--- src/rtl/apu_pkg.sv ---
// Shared APU register map: offsets, power state type, read-back OR-masks.
package apu_pkg;

    localparam logic [5:0] NR10_ADDR = 6'h10;
    localparam logic [5:0] NR11_ADDR = 6'h11;
    localparam logic [5:0] NR12_ADDR = 6'h12;
    localparam logic [5:0] NR13_ADDR = 6'h13;
    localparam logic [5:0] NR14_ADDR = 6'h14;
    localparam logic [5:0] NR21_ADDR = 6'h16;
    localparam logic [5:0] NR22_ADDR = 6'h17;
    localparam logic [5:0] NR23_ADDR = 6'h18;
    localparam logic [5:0] NR24_ADDR = 6'h19;
    localparam logic [5:0] NR30_ADDR = 6'h1A;
    localparam logic [5:0] NR31_ADDR = 6'h1B;
    localparam logic [5:0] NR32_ADDR = 6'h1C;
    localparam logic [5:0] NR33_ADDR = 6'h1D;
    localparam logic [5:0] NR34_ADDR = 6'h1E;
    localparam logic [5:0] NR41_ADDR = 6'h20;
    localparam logic [5:0] NR42_ADDR = 6'h21;
    localparam logic [5:0] NR43_ADDR = 6'h22;
    localparam logic [5:0] NR44_ADDR = 6'h23;
    localparam logic [5:0] NR50_ADDR = 6'h24;
    localparam logic [5:0] NR51_ADDR = 6'h25;
    localparam logic [5:0] NR52_ADDR = 6'h26;
    localparam logic [5:0] WAVE_BASE = 6'h30;

    localparam logic [5:0] SHADOW_LO = NR10_ADDR;
    localparam logic [5:0] SHADOW_HI = NR51_ADDR;

    typedef enum logic {
        PWR_OFF = 1'b0,
        PWR_ON  = 1'b1
    } pwr_state_t;

    // Bits that read back as 1 regardless of the stored value.
    function automatic logic [7:0] read_mask(input logic [5:0] addr);
        logic [7:0] m;
        case (addr)
            NR10_ADDR: m = 8'h80;
            NR11_ADDR: m = 8'h3F;
            NR12_ADDR: m = 8'h00;
            NR13_ADDR: m = 8'hFF;
            NR14_ADDR: m = 8'hBF;
            NR21_ADDR: m = 8'h3F;
            NR22_ADDR: m = 8'h00;
            NR23_ADDR: m = 8'hFF;
            NR24_ADDR: m = 8'hBF;
            NR30_ADDR: m = 8'h7F;
            NR31_ADDR: m = 8'hFF;
            NR32_ADDR: m = 8'h9F;
            NR33_ADDR: m = 8'hFF;
            NR34_ADDR: m = 8'hBF;
            NR41_ADDR: m = 8'hFF;
            NR42_ADDR: m = 8'h00;
            NR43_ADDR: m = 8'h00;
            NR44_ADDR: m = 8'hBF;
            NR50_ADDR: m = 8'h00;
            NR51_ADDR: m = 8'h00;
            NR52_ADDR: m = 8'h70;
            default:   m = (addr[5:4] == 2'b11) ? 8'h00 : 8'hFF;
        endcase
        return m;
    endfunction

endpackage

--- src/rtl/apu_wave_ram.sv ---
// 16x8 wave pattern RAM; while locked, all accesses are steered to the
// byte the channel is fetching.
module apu_wave_ram
    import apu_pkg::*;
(
    input  logic       clk,
    input  logic       we,
    input  logic [3:0] addr,
    input  logic       lock,
    input  logic [3:0] lock_addr,
    input  logic [7:0] wdata,
    output logic [7:0] rdata
);

    logic [7:0] mem [16];
    logic [3:0] eff_addr;

    assign eff_addr = lock ? lock_addr : addr;
    assign rdata    = mem[eff_addr];

    // Contents survive reset, like the real part.
    always_ff @(posedge clk) begin
        if (we) begin
            mem[eff_addr] <= wdata;
        end
    end

endmodule

--- src/rtl/apu_reg_readback.sv ---
// CPU read side of the APU: NR10-NR52 shadows, wave RAM and master power,
// returning registered read data with read-back OR-masks applied.
module apu_reg_readback
    import apu_pkg::*;
#(
    parameter bit WAVE_LOCK = 1'b1
) (
    input  logic       clk,
    input  logic       reset,
    input  logic       cpu_we,
    input  logic       cpu_re,
    input  logic [5:0] reg_select,
    input  logic [7:0] cpu_wdata,
    input  logic [3:0] ch_active,
    input  logic [3:0] wave_pos,
    output logic [7:0] rdata,
    output logic       rvalid,
    output logic       apu_power
);

    pwr_state_t state, state_next;

    logic [7:0] shadow [SHADOW_LO:SHADOW_HI];
    logic       in_shadow;
    logic       is_nr52;
    logic       is_wave;
    logic       power_off;
    logic       wave_lock;
    logic       wave_we;
    logic [7:0] wave_rdata;
    logic [7:0] shadow_rd;
    logic [7:0] rd_next;

    assign in_shadow = (reg_select >= SHADOW_LO) && (reg_select <= SHADOW_HI);
    assign is_nr52   = (reg_select == NR52_ADDR);
    assign is_wave   = (reg_select[5:4] == WAVE_BASE[5:4]);
    assign apu_power = (state == PWR_ON);
    assign wave_lock = WAVE_LOCK && ch_active[2];
    assign wave_we   = cpu_we && is_wave;

    always_ff @(posedge clk or posedge reset) begin
        if (reset) begin
            state <= PWR_OFF;
        end else begin
            state <= state_next;
        end
    end

    always_comb begin
        state_next = state;
        power_off  = 1'b0;
        if (cpu_we && is_nr52) begin
            state_next = cpu_wdata[7] ? PWR_ON : PWR_OFF;
        end
        if (state == PWR_ON && state_next == PWR_OFF) begin
            power_off = 1'b1;
        end
    end

    // A power-down write wipes the channel registers on the same edge.
    always_ff @(posedge clk or posedge reset) begin
        if (reset) begin
            for (int i = int'(SHADOW_LO); i <= int'(SHADOW_HI); i++) begin
                shadow[i] <= 8'h00;
            end
        end else if (power_off) begin
            for (int i = int'(SHADOW_LO); i <= int'(SHADOW_HI); i++) begin
                shadow[i] <= 8'h00;
            end
        end else if (cpu_we && in_shadow && apu_power) begin
            shadow[reg_select] <= cpu_wdata;
        end
    end

    apu_wave_ram u_wave (
        .clk       (clk),
        .we        (wave_we),
        .addr      (reg_select[3:0]),
        .lock      (wave_lock),
        .lock_addr (wave_pos),
        .wdata     (cpu_wdata),
        .rdata     (wave_rdata)
    );

    always_comb begin
        shadow_rd = 8'h00;
        if (in_shadow) begin
            shadow_rd = shadow[reg_select];
        end
    end

    always_comb begin
        rd_next = 8'hFF;
        unique case (1'b1)
            in_shadow: rd_next = shadow_rd | read_mask(reg_select);
            is_nr52:   rd_next = {apu_power, 3'b111,
                                  apu_power ? ch_active : 4'h0};
            is_wave:   rd_next = wave_rdata;
            default:   rd_next = 8'hFF;
        endcase
    end

    // Read data is sampled before this edge's write takes effect.
    always_ff @(posedge clk or posedge reset) begin
        if (reset) begin
            rdata  <= 8'h00;
            rvalid <= 1'b0;
        end else begin
            rvalid <= cpu_re;
            if (cpu_re) begin
                rdata <= rd_next;
            end
        end
    end

endmodule

--- config.mk ---
export PLATFORM = sky130hd
export DESIGN_NAME = apu_reg_readback
export DESIGN_NICKNAME = d
export VERILOG_FILES = /design/src/rtl/apu_pkg.sv /design/src/rtl/apu_wave_ram.sv /design/src/rtl/apu_reg_readback.sv
export SDC_FILE = /design/constraint.sdc
export NUM_CORES = 1
export LEC_CHECK = 0
export CAP_MARGIN = 10
export CORE_MARGIN = 2
export CORE_UTILIZATION = 50
export DETAILED_ROUTE_END_ITERATION = 8
export PLACE_DENSITY = 0.67
export RECOVER_POWER = 50
export SLEW_MARGIN = 10
export SYNTH_ARGS = -nofsm -noshare
export SYNTH_HDL_FRONTEND = slang
export SYNTH_SLANG_ARGS = --single-unit
--- constraint.sdc ---
create_clock -name clk -period 8.74 [get_ports clk]
set_clock_uncertainty 0.1 [all_clocks]
set_input_delay 1.311 -clock clk [delete_from_list [all_inputs] [get_ports clk]]
set_output_delay 1.311 -clock clk [all_outputs]
set_load 0.01 [all_outputs]
Word-level counts from Yosys, hierarchy flattened
Memory sizes are Yosys's and may differ from the RTL's.
Cells that the tools add are included.
Storage, ports and cells
  register bits after elaboration: 186
  bits in writable memories: 128
  input bits: 26
  output and inout port bits: 10
  logic and storage cells: 87
  memories kept: 1
Operators by class
  order comparisons: 4
  eq/ne operators: 22
  muxes and demuxes: 20
  bitwise logic cells: 3
  reduce and logical (&&, ||, !) cells: 12
Memories
  u_wave.mem: words 16, width 8, read ports 1, clocked after Yosys merged registers in 0, wr ports 1, line apu_wave_ram.sv:15  | logic [7:0] mem [16];
Operator list (number)
  two-way mux 176 bit: 2
  bitwise mux 176 bit: 1
  equality test 6 x 5 -> 1 bit (second input constant): 14
  one-hot mux 8 bit (8 select lines): 1
  binary-select mux 8 bit (select 6 bit): 1
  demux 8 bit (select 6 bit): 1
  two-way mux 8 bit: 6
  equality test 6 bit (second input constant): 7
  one-hot mux 8 bit (3 select lines): 1
  two-way mux 4 bit: 2
  bitwise OR 8 bit: 1
  >= comparator 7 bit (second input constant): 1
  logical AND 1 bit: 7
  less-than comparator 7 x 1 -> 1 bit (second input constant): 1
  inverter 6 -> 7 bit: 1
  >= comparator 6 x 5 -> 1 bit (second input constant): 1
  less-or-equal comparator 6 bit (second input constant): 1
  OR reduction 6 bit: 1
  two-way mux 1 bit: 5
  OR reduction 5 bit: 1
  OR reduction 4 bit: 1
  equality test 2 bit (second input constant): 1
  nonzero test 2 bit: 1
  OR reduction 2 bit: 1
  inverter 1 bit: 1

Depth between registers and ports, before layout
  depth after elaboration: 8
  gate-level depth with buffers: 9
  gate-level depth less buffers: 6

Modules after synthesis
A second synthesis with hierarchy kept.
Second synthesis, totals
  cells, all modules: 1235
  area, all modules: 14646.5 sq um
Modules (own cells, without submodules)
  apu_reg_readback: times used 1, cells an instance 888, area each 9232.6 sq um
  apu_wave_ram: times used 1, cells an instance 347, area each 5413.9 sq um

Worst setup path before layout
Ideal clock, no wire load.
  kind: input port to flip-flop
  start: in ch_active[2]
  end: reg rdata[0]
  library setup time: 0.126 ns
  arrival: 3.011 ns
  data required time: 8.514 ns
  slack: 5.503 ns
  stages on the path: 7
  cells stage by stage: buf_4 -> mux2i_1 -> mux4_2 -> o22ai_1 -> nor2_1 -> o211a_1 -> o32a_1
On the way
  longest elaborated chain between the ends: 3
Ends and longest elaborated chain
  start: declaration: line apu_reg_readback.sv:14  | input logic [3:0] ch_active,
  two-way mux 4 bit: line apu_wave_ram.sv:18  | assign eff_addr = lock ? lock_addr : addr;
  memory read (16 x 8 bit)
  one-hot mux 8 bit (3 select lines): line apu_reg_readback.sv:94  | unique case (1'b1)
  end signal: assignment: line apu_reg_readback.sv:111  | rdata <= rd_next;
  end: declaration: line apu_reg_readback.sv:16  | output logic [7:0] rdata,
Every way passes these cells.
A chain may end at the register's enable or synchronous reset.

==> impl_metrics.prom <==
# TYPE chip_impl_metric gauge
chip_impl_info{name="outcome",value="complete, but fails checks"} 1
chip_impl_info{name="violations",value="capacitance limit, slew limit"} 1
chip_impl_metric{name="synth_area_per_cell",unit="µm²"} 11.8
chip_impl_metric{name="cts.hold.buffers_added",unit=""} 0
chip_impl_info{name="yosys.cell_count.top_type",value="sky130_fd_sc_hd__dfrtp_1"} 1
chip_impl_metric{name="total_setup_violations_reported_at_the_end_of_the_flow",unit=""} 0
chip_impl_metric{name="final.period_utilization",unit="%"} 63.9
chip_impl_metric{name="pwr_density",unit="nW/µm²"} 199
chip_impl_metric{name="yosys-mux-area-fraction",unit="%"} 16.6
chip_impl_metric{name="async_set_or_reset_flop_fraction_in_the_synthesized_netlist",unit="%"} 59.2
chip_impl_metric{name="drive_above_1_share",unit="%"} 8.78
chip_impl_metric{name="cellLeakagePower",unit="nW"} 6.76
chip_impl_metric{name="drv_slew",unit=""} 394
chip_impl_info{name="clk_root_buffer_cell",value="sky130_fd_sc_hd__clkbuf_16"} 1
chip_impl_info{name="synthTopCellsByCount",value="sky130_fd_sc_hd__dfrtp_1, sky130_fd_sc_hd__mux2i_1, sky130_fd_sc_hd__nor2_1"} 1
chip_impl_metric{name="diodes",unit=""} 0
chip_impl_metric{name="route.final.wire_length",unit="µm"} 37800
chip_impl_info{name="yosysTopAreaCell",value="sky130_fd_sc_hd__dfrtp_1"} 1
chip_impl_metric{name="totalPowerFinal",unit="mW"} 3.22
chip_impl_info{name="cts_tree",value="yes"} 1
chip_impl_metric{name="synth_nets",unit=""} 1267
chip_impl_metric{name="dr.pass1.iters",unit=""} 6
chip_impl_metric{name="dieWidth",unit="µm"} 175
chip_impl_info{name="reg2reg_from",value="apu_power"} 1
chip_impl_metric{name="dr_total_vias",unit=""} 10200
chip_impl_metric{name="routabilityCongestion",unit=""} 0.930
chip_impl_info{name="critPathLaunchType",value="input pin"} 1
chip_impl_metric{name="dr.first_iter.drc_count",unit=""} 1031
chip_impl_metric{name="post_synth_inst_count",unit=""} 1241
chip_impl_info{name="critPathCaptureType",value="async pin"} 1
chip_impl_metric{name="die_h",unit="µm"} 175
chip_impl_metric{name="global_route.usage.total",unit="%"} 25.0
chip_impl_metric{name="start_util",unit="%"} 51.0
chip_impl_metric{name="worst-endpoint-arrival",unit="ns"} 6.01
chip_impl_metric{name="clockBufferDepth",unit=""} 3
chip_impl_metric{name="final_hold_viol_count",unit=""} 0
chip_impl_metric{name="ir_drop",unit="µV"} 96.0
chip_impl_metric{name="avgRoutedWirePerCell",unit="µm"} 22.9
chip_impl_metric{name="worst_skew_pair.late_latency",unit="ns"} 0.52
chip_impl_metric{name="fill_cells",unit=""} 2373
chip_impl_metric{name="drc",unit=""} 0
chip_impl_metric{name="cts_setup_buffers",unit=""} 0
chip_impl_metric{name="synthAdderAreaFrac",unit="%"} 0
chip_impl_metric{name="clk_pin_slew_worst_paths",unit="ns"} 0.06
chip_impl_metric{name="nets",unit=""} 1268
chip_impl_metric{name="min_delay_path_depth",unit=""} 2
chip_impl_metric{name="synth.yosys.seq_area_share",unit="%"} 57.9
chip_impl_info{name="rsz_0062_raised_after_global_routing",value="no"} 1
chip_impl_metric{name="placement_rows",unit=""} 62
chip_impl_metric{name="synth_compound_gate_area_share",unit="%"} 9.92
chip_impl_metric{name="worst_ep_required_time",unit="ns"} 9.16
chip_impl_metric{name="tritoncts.num_buffers",unit=""} 35
chip_impl_metric{name="synth_enable_flop_cells",unit=""} 128
chip_impl_info{name="synth_top_cells_by_area",value="sky130_fd_sc_hd__dfrtp_1, sky130_fd_sc_hd__edfxtp_1, sky130_fd_sc_hd__mux2i_1, sky130_fd_sc_hd__nor2_1, sky130_fd_sc_hd__mux4_2"} 1
chip_impl_metric{name="timing.critical_path.fanout_max",unit=""} 120
chip_impl_metric{name="placement.io_buffers",unit=""} 35
chip_impl_metric{name="largest_net_degree_at_the_start_of_global_routing",unit=""} 121
chip_impl_metric{name="synthToLayoutAreaGrowth",unit="%"} 10.7
chip_impl_metric{name="fp.dieArea",unit="µm²"} 30700
chip_impl_metric{name="number_of_global_route_vias_before_repair",unit=""} 9919
chip_impl_metric{name="grt_overflow_total",unit=""} 0
chip_impl_metric{name="coreArea",unit="µm²"} 28800
chip_impl_metric{name="synth.cell_area",unit="µm²"} 14700
chip_impl_metric{name="maxCapViolCount",unit=""} 8
chip_impl_metric{name="synth_simple_gate_area_share",unit="%"} 12.4
chip_impl_info{name="worst_r2r_endpoint",value="shadow[55]"} 1
chip_impl_metric{name="reg2regPathDepth",unit=""} 7
chip_impl_info{name="hold_end",value="shadow[159]"} 1
chip_impl_metric{name="antenna_left",unit=""} 0
chip_impl_metric{name="slew_at_the_pin_closest_to_its_max_slew_limit",unit="ns"} 5.45
chip_impl_info{name="combinational_family_with_the_most_area_after_synthesis",value="multiplexers"} 1
chip_impl_metric{name="post-dp-hpwl",unit="µm"} 23100
chip_impl_info{name="synth_ff_type",value="sky130_fd_sc_hd__dfrtp_1"} 1
chip_impl_metric{name="cts_htree_levels",unit=""} 2
chip_impl_metric{name="fin_tns_setup",unit="ns"} 0
chip_impl_metric{name="synthDistinctLibCells",unit=""} 70
chip_impl_metric{name="synthXorXnorAreaFrac",unit="%"} 0
chip_impl_metric{name="tritoncts_num_sinks",unit=""} 314
chip_impl_metric{name="synth_largest_type_area_fraction",unit="%"} 31.7
chip_impl_metric{name="antenna_found_initial",unit=""} 0
chip_impl_info{name="hp-start",value="shadow[159]"} 1
chip_impl_metric{name="period_minus_slack",unit="ns"} 5.59
chip_impl_metric{name="pin_count",unit=""} 36
chip_impl_metric{name="synth_seq_cells",unit=""} 314
chip_impl_metric{name="reg2reg_slack",unit="ns"} 5.91
chip_impl_metric{name="ctsResizeCount",unit=""} 0
chip_impl_metric{name="maxClockFrequency",unit="GHz"} 0.179
chip_impl_metric{name="worst_slew_margin_relative_to_its_limit",unit="%"} -265
chip_impl_info{name="worstSetupPathType",value="in -> async"} 1
chip_impl_info{name="type_of_the_most_critical_hold_path",value="reg -> reg"} 1
chip_impl_metric{name="drt-vias-per-instance",unit=""} 6.18
chip_impl_metric{name="grt_first_pass_wirelength",unit="µm"} 59500
chip_impl_metric{name="yosysWarnings",unit=""} 0
-- how the worst max path moves through the flow --
| stage | start | to | slack (ns) | cells past startpoint |
|---|---|---|---|---|
| after floorplan | reset | apu_power | 2.27 | 1 |
| after global placement | reg_select[5] | shadow[116] | 4.31 | 6 |
| after detailed placement | reg_select[5] | shadow[16] | 4.23 | 6 |
| after CTS | reg_select[5] | shadow[16] | 4.73 | 6 |
| after global routing | reset | shadow[35] | 2.27 | 3 |
| final | reset | shadow[39] | 3.15 | 3 |
-- critical path: stages --
cell and delay, ns:
sky130_fd_sc_hd__dlygate4sd3_1 0.54, sky130_fd_sc_hd__clkinvlp_2 3.01, sky130_fd_sc_hd__buf_4 1.04
-- metrics by stage --
step / instance area, µm² / std cells / setup WS (ns) / utilization (%) / hold WS [ns]
CTS: 16300 / 1648 / 4.73 / 56.5 / 0.399
floorplan: 14700 / 1241 / 2.27 / - / 0.361
finish: 16200 / 1648 / 3.15 / 56.4 / 0.393
global route: 16200 / 1648 / 2.27 / 56.4 / 0.429
detailed placement: 15200 / 1589 / 4.23 / 52.8 / 0.384
global placement: 15200 / 1589 / 4.31 / 52.8 / 0.374
-- registers in the layout (all words and copies together), names as in the netlist --
name,flops
rvalid,1
apu_power,1
shadow,176
rdata,8
u_wave.mem,128
-- placed cells by master, fill, tap and decap left out, types with 5 or more instances in the layout --
master,netlist,routed
sky130_fd_sc_hd__o21ai_0,30,30
sky130_fd_sc_hd__nand3_1,54,54
sky130_fd_sc_hd__clkbuf_16,0,37
sky130_fd_sc_hd__buf_4,8,15
sky130_fd_sc_hd__nand2b_1,11,11
sky130_fd_sc_hd__mux2i_1,176,176
sky130_fd_sc_hd__dfrtp_1,186,186
sky130_fd_sc_hd__o22ai_1,50,50
sky130_fd_sc_hd__a21oi_1,78,78
sky130_fd_sc_hd__nor2b_1,10,10
sky130_fd_sc_hd__nor2_1,146,146
sky130_fd_sc_hd__dlygate4sd3_1,0,18
sky130_fd_sc_hd__mux4_2,23,23
sky130_fd_sc_hd__o21a_1,6,6
sky130_fd_sc_hd__clkbuf_1,44,22
sky130_fd_sc_hd__and2_1,5,5
sky130_fd_sc_hd__edfxtp_1,128,128
sky130_fd_sc_hd__a221oi_1,5,5
sky130_fd_sc_hd__a21o_1,5,5
sky130_fd_sc_hd__inv_1,7,6
sky130_fd_sc_hd__nor4_1,5,5
sky130_fd_sc_hd__o22a_1,9,9
sky130_fd_sc_hd__mux2_2,5,5
sky130_fd_sc_hd__nor3_1,16,15
sky130_fd_sc_hd__o21ai_1,9,9
sky130_fd_sc_hd__mux2_1,8,8
sky130_fd_sc_hd__o32a_1,7,7
sky130_fd_sc_hd__clkdlybuf4s50_1,0,12
sky130_fd_sc_hd__nor2_4,6,6
sky130_fd_sc_hd__nand2_1,96,96
-- layer usage --
| layer | wire length (µm) | track usage, % | up-vias |
|---|---|---|---|
| li1 | - | - | 4557 |
| met1 | 17300 | 37.4 | 5146 |
| met2 | 17300 | 38.3 | 415 |
| met3 | 2410 | 3.85 | 64 |
| met4 | 773 | 6.56 | 0 |
| met5 | 0 | 0 | - |
-- power breakdown --
group	total, mW	internal [mW]	switching, mW	leakage [nW]
Combinational	0.251	0.0855	0.166	2.53
Clock	1.39	0.827	0.562	0.517
Sequential	1.58	1.57	0.0156	3.71
Total	3.22	2.48	0.743	6.76
-- cells by family after synthesis --
| family | count (synthesis) |
|---|---|
| AO/OA/AOI/OAI | 234 |
| buffers and inverters | 98 |
| flip-flops | 314 |
| multiplexers | 213 |
| AND/OR/NAND/NOR | 382 |
-- final cells by class --
class / instances / area, µm² / share of cell area [%]
sequential: 314 / 8500 / 52.3
multi-input combinational: 829 / 5720 / 35.2
clock buffer: 54 / 1020 / 6.28
tap: 384 / 480 / 2.96
timing repair buffer: 55 / 453 / 2.79
clock inverter: 5 / 46.3 / 0.285
inverter: 7 / 27.5 / 0.169
Power figures use the tool's default switching activity.
